### src/rtl/nibble_serializer.sv
// nibble_serializer: parallel-to-serial converter, MSB first, with a frame
// strobe and an end-of-word done pulse. Optional even-parity bit appended
// after the data bits when NIBBLE_SERIALIZER_PARITY_EN is defined.
module nibble_serializer #(
  parameter int WIDTH = 4
) (
  input  logic             clk,
  input  logic             rst_n,
  input  logic [WIDTH-1:0] in_data,
  input  logic             in_valid,
  output logic             in_ready,
  output logic             s_out,
  output logic             frame,
  output logic             done
);

  localparam int CW = (WIDTH > 1) ? $clog2(WIDTH) : 1;
  localparam logic [CW-1:0] LAST_BIT = CW'(WIDTH - 1);

`ifdef NIBBLE_SERIALIZER_PARITY_EN
  typedef enum logic [1:0] {
    IDLE   = 2'd0,
    SHIFT  = 2'd1,
    PARITY = 2'd2,
    GAP    = 2'd3
  } state_t;
`else
  typedef enum logic [1:0] {
    IDLE  = 2'd0,
    SHIFT = 2'd1,
    GAP   = 2'd3
  } state_t;
`endif

  state_t           r_state;
  logic [WIDTH-1:0] r_hold;
  logic [CW-1:0]    r_cnt;
  logic             r_s_out;
  logic             r_frame;
  logic             r_done;

  logic [CW-1:0]    w_cnt_nxt;
  logic [WIDTH-1:0] w_hold_rot;

  // Next counter value and the holding register rotated by one bit.
  // Rotating (rather than shifting) keeps every latched bit in the
  // register, so the XOR over it still equals the word's parity.
  always_comb begin
    w_cnt_nxt  = r_cnt + 1'b1;
    w_hold_rot = {r_hold[WIDTH-2:0], r_hold[WIDTH-1]};
  end

  // Ready only while idle; combinational by design.
  assign in_ready = (r_state == IDLE);

  assign s_out = r_s_out;
  assign frame = r_frame;
  assign done  = r_done;

  // Serializer FSM with registered outputs.
  always_ff @(posedge clk or negedge rst_n) begin
    if (!rst_n) begin
      r_state <= IDLE;
      r_hold  <= '0;
      r_cnt   <= '0;
      r_s_out <= 1'b0;
      r_frame <= 1'b0;
      r_done  <= 1'b0;
    end else begin
      case (r_state)
        IDLE: begin
          r_done <= 1'b0;
          if (in_valid) begin
            r_hold  <= in_data;
            r_cnt   <= '0;
            r_s_out <= in_data[WIDTH-1];
            r_frame <= 1'b1;
            r_state <= SHIFT;
          end
        end

        SHIFT: begin
          if (r_cnt == LAST_BIT) begin
`ifdef NIBBLE_SERIALIZER_PARITY_EN
            r_s_out <= ^r_hold;
            r_frame <= 1'b1;
            r_state <= PARITY;
`else
            r_s_out <= 1'b0;
            r_frame <= 1'b0;
            r_done  <= 1'b1;
            r_state <= GAP;
`endif
          end else begin
            r_cnt   <= w_cnt_nxt;
            r_s_out <= r_hold[WIDTH-2];
            r_hold  <= w_hold_rot;
          end
        end

`ifdef NIBBLE_SERIALIZER_PARITY_EN
        PARITY: begin
          r_s_out <= 1'b0;
          r_frame <= 1'b0;
          r_done  <= 1'b1;
          r_state <= GAP;
        end
`endif

        GAP: begin
          r_s_out <= 1'b0;
          r_frame <= 1'b0;
          r_done  <= 1'b0;
          r_state <= IDLE;
        end

        default: begin
          r_s_out <= 1'b0;
          r_frame <= 1'b0;
          r_done  <= 1'b0;
          r_state <= IDLE;
        end
      endcase
    end
  end

endmodule

### config.mk
export PLATFORM = sky130hd
export DESIGN_NAME = nibble_serializer
export DESIGN_NICKNAME = d
export VERILOG_FILES = /design/src/rtl/nibble_serializer.sv
export SDC_FILE = /design/constraint.sdc
export NUM_CORES = 1
export LEC_CHECK = 0
export ABC_AREA = 1
export BUFFER_PORTS_ARGS = -buffer_cell sky130_fd_sc_hd__buf_2
export CAP_MARGIN = 15
export CORE_AREA = 2 2 39 41
export CTS_CLUSTER_SIZE = 14
export DETAILED_ROUTE_END_ITERATION = 7
export DIE_AREA = 0 0 41 43
export GPL_TIMING_DRIVEN = 1
export PLACE_DENSITY = 0.6
export SLEW_MARGIN = 30
export SYNTH_ARGS = -nofsm -noshare
export SYNTH_HDL_FRONTEND = slang
export SYNTH_SLANG_ARGS = --single-unit
export TNS_END_PERCENT = 5
### constraint.sdc
create_clock -name clk -period 2.58 [get_ports clk]
set_clock_uncertainty 0.05 [all_clocks]
set_input_delay 0.387 -clock clk [delete_from_list [all_inputs] [get_ports clk]]
set_output_delay 0.387 -clock clk [all_outputs]
set_load 0.01 [all_outputs]
==> metrics.md <==
| Metric | Value |
|---|---|
| Die Width | 41 µm |
| Syn Area/Cell | 8.964 µm² |
| Power per standard cell area | 1394 nW/µm² |
| Min-Delay Endpoint | r_hold[2]$_DFFE_PN0P_ |
| Initial DRT Pass Iterations | 4 |
| Met3 track demand over resource in global routing | 6.283% |
| Number of antenna repair diodes | 0 |
| Number of top-level pins | 11 |
| Min setup slack post-route | 0.9885 ns |
| Maximum fanout along the worst path | 10 |
| Least-Margin Pin Slew | 0.4439 ns |
| Post-place setup slack | 1.291 ns |
| Number of global-route vias before repair | 424 |
| Share of post-route cells with drive strength above 1 | 26.67% |
| ANT nets after route | 0 |
| Total number of yosys warnings | 0 |
| Sequential fraction of the synthesis area | 50.34% |
| Htree depth | 1 |
| RSZ-0062 raised after global routing | false |
| Pleak | 0.3537 nW |
| Number of standard-cell rows in the floorplan | 14 |
| Starting density of the core | 39.51% |
| Slowest cell on the critical path | sky130_fd_sc_hd__dfrtp_1 |
| Reg-to-Reg End | s_out$_DFFE_PN0P_ |
| Total length of routed wires | 1.058 mm |
| Depth of the most critical reg-to-reg path | 6 |
| Detailed Place HPWL | 756 µm |
| Synth-to-layout area growth | 17.39% |
| Post-synth net total | 69 |
| Count of distinct cell types in the synthesized netlist | 16 |
| Met2 track demand over resource in global routing | 19.06% |
| Filler Cells Inserted | 141 |
| Number of max-slew violations in the final report | 0 |
| Routability cong. | 0.7681 |
| Total count of hold-check failures in the final report | 0 |
| Startpoint type of the worst setup path | register |
| Maximum VDD drop | 0.4811 mV |
| Average via count per standard cell | 5.022 |
| Count of port buffers added during placement | 10 |
| Clock slew at reported path FFs | 0.08 ns |
| Shortest clock period the worst path allows after layout | 1.591 ns |
| Critical path type | reg2out |
| Biggest cell delay along the critical path | 0.54 ns |
| Worst-case register-to-register setup slack | 1.32 ns |
| Worst path cell trace | nor2_4, buf_2 |
| Aggregate global routing overflow | 0 |
| Largest net degree at the start of global routing | 12 |
| Clk Latency, worst-skew pair | 0.28 ns |
| Std-Cell Core Area | 1384 µm² |
| Peak-usage layer in the global routing report | met1 |
| Number of cells upsized or downsized after cts | 0 |
| Wire length per cell | 11.63 µm |
| Cell count of the worst hold path | 5 |
| Bufs on Longest Clock Path | 2 |
| Number of nets in the finished design | 84 |
| Cell area after technology mapping | 546.8 µm² |
| Clock tree from TritonCTS | yes |
| Multi-input combinational cell area | 250.2 µm² |
| Post-route DRC | 0 |
| Die area | 1763 µm² |
| Chip height | 43 µm |
| Global-route wire length before repair | 1.863 mm |
| Worst Hold Class | in2reg |
| Crit path max-delay family | flip-flops |
| Peak Freq | 0.6284 GHz |
| Hold wc startpoint | in_data[2] |
| Number of DRC markers in iteration 0 | 13 |
| Antenna violations before repair | 0 |
| Total track usage | 16.43% |
| Fin cells | 91 |
| Count of placed standard cells including taps | 86 |
| Critical path data arrival time | 1.15 ns |
| Max-cap viol count | 0 |
| Final setup fails | 0 |
| Count of buffer and inverter cells on the critical path | 1 |
| Outcome | finished, final reports clean |
| Crit Reg-Reg Startpoint | r_cnt[0]$_DFFE_PN0P_ |
| GRT met1 Usage | 23.59% |
| Post-Route Setup TNS | 0 ns |
| Data required time of the worst path | 2.14 ns |
| CTS sink count | 11 |
| Hold Worst Slack | 0.3395 ns |
| Total clock buffers created by CTS | 3 |
| Sequential cell area in the final layout | 275.3 µm² |
| CP Capture Type | primary output |
| Slew HR | 70.40% |
| Number of cells produced by synthesis | 61 |
| Number of synthesized register bits | 11 |
| Root buffer cell | sky130_fd_sc_hd__clkbuf_4 |
| Portion of the clock cycle consumed by the worst path in the final layout | 61.68% |
| Vias | 457 |
-- worst register-to-register path: stages, from the launching register on --
cell and delay [ns]:
sky130_fd_sc_hd__dfrtp_1 0.40, sky130_fd_sc_hd__ha_1 0.24, sky130_fd_sc_hd__inv_1 0.13, sky130_fd_sc_hd__nand3_4 0.14, sky130_fd_sc_hd__nand2_4 0.13, sky130_fd_sc_hd__nand2_2 0.07
sky130_fd_sc_hd__nand2_1 0.05
-- through the flow --
| stage | utilization, % | cell area (µm²) | power [W] |
|---|---|---|---|
| after CTS | 46.38 | 641.9 | 0.0009064 |
| after floorplan | - | 546.8 | 0.0006775 |
| after detailed placement | 43.76 | 605.6 | 0.0007814 |
| after global routing | 46.38 | 641.9 | 0.0009938 |
| after global placement | 43.76 | 605.6 | 0.0007717 |
| final | 46.38 | 641.9 | 0.0008950 |
-- where the power goes --
part | internal (W) | total [W] | leakage [nW] | switching, W
combinational | 0.000169 | 0.000443 | 0.202 | 0.000274
clock | 0.0000600 | 0.000123 | 0.0150 | 0.0000630
sequential | 0.000256 | 0.000329 | 0.136 | 0.0000735
total | 0.000485 | 0.000895 | 0.354 | 0.000410
-- sequential cells by signal, indices dropped and copies added, names as in the netlist --
register	flops
r_cnt	2
s_out	1
r_hold	4
frame	1
done	1
r_state	2
-- cell families after synthesis --
| group | count (synthesis) | synth area share, % |
|---|---|---|
| adders and majority gates | 1 | 2.288 |
| buffers and inverters | 3 | 3.890 |
| DFF | 11 | 50.34 |
| and+or+nand+nor | 44 | 41.65 |
| AOI/OAI and AO/OA | 2 | 1.829 |
-- layout by cell type, fill, tap and decap left out, drive strengths merged --
master / n
nand2: 26
dfrtp: 11
nand3: 11
buf: 10
nor2: 5
clkbuf: 4
inv: 2
nor3: 1
o21ai: 1
a21oi: 1
nand4: 1
ha: 1
dlygate4sd3: 1
-- cell usage after synthesis --
cell type                 count  area, µm²
sky130_fd_sc_hd__inv_4        1      6.260
sky130_fd_sc_hd__nand4_1      1      6.260
sky130_fd_sc_hd__nor2_4       1      11.26
sky130_fd_sc_hd__nor3_1       1      5.000
sky130_fd_sc_hd__nand2_2      1      6.260
sky130_fd_sc_hd__nand2_1     22      82.58
sky130_fd_sc_hd__dfrtp_1     11      275.3
sky130_fd_sc_hd__nand3_1     10      50.05
sky130_fd_sc_hd__ha_1         1      12.51
sky130_fd_sc_hd__nor2_1       4      15.01
sky130_fd_sc_hd__buf_6        1      11.26
sky130_fd_sc_hd__a21oi_1      1      5.000
sky130_fd_sc_hd__o21ai_0      1      5.000
sky130_fd_sc_hd__nand3_4      1      17.52
sky130_fd_sc_hd__nand2_4      3      33.78
sky130_fd_sc_hd__inv_1        1      3.750
-- worst max path at each step --
stage / depth (start not counted) / startpoint / to / slack, ns
after floorplan: 6 / r_cnt[0]$_DFFE_PN0P_ / r_hold[3]$_DFFE_PN0P_ / 1.46
after global placement: 2 / r_state[0]$_DFFE_PN0P_ / in_ready / 1.30
after detailed placement: 2 / r_state[0]$_DFFE_PN0P_ / in_ready / 1.29
after CTS: 2 / r_state[0]$_DFFE_PN0P_ / in_ready / 0.99
after global routing: 2 / r_state[0]$_DFFE_PN0P_ / in_ready / 0.93
final: 2 / r_state[0]$_DFFE_PN0P_ / in_ready / 0.99
-- what timing repair did --
item,in CTS,in global routing
buffers inserted,0,0
hold buffers,1,0
hold endpoints to repair,11,0
-- area by class of cell --
type	instances	share of cell area, %
repair buffers	11	9.357
multi-input cells	47	38.99
clock buffers	4	4.094
inverters	2	1.559
well taps	16	3.119
flip-flops and latches	11	42.88
-- layer usage --
| layer | routed length (µm) | vias up |
|---|---|---|
| li1 | - | 231 |
| met1 | 523 | 209 |
| met2 | 435 | 12 |
| met3 | 59 | 5 |
| met4 | 39 | 0 |
| met5 | 0 | - |
No activity file was read; power rests on OpenSTA's default activity.
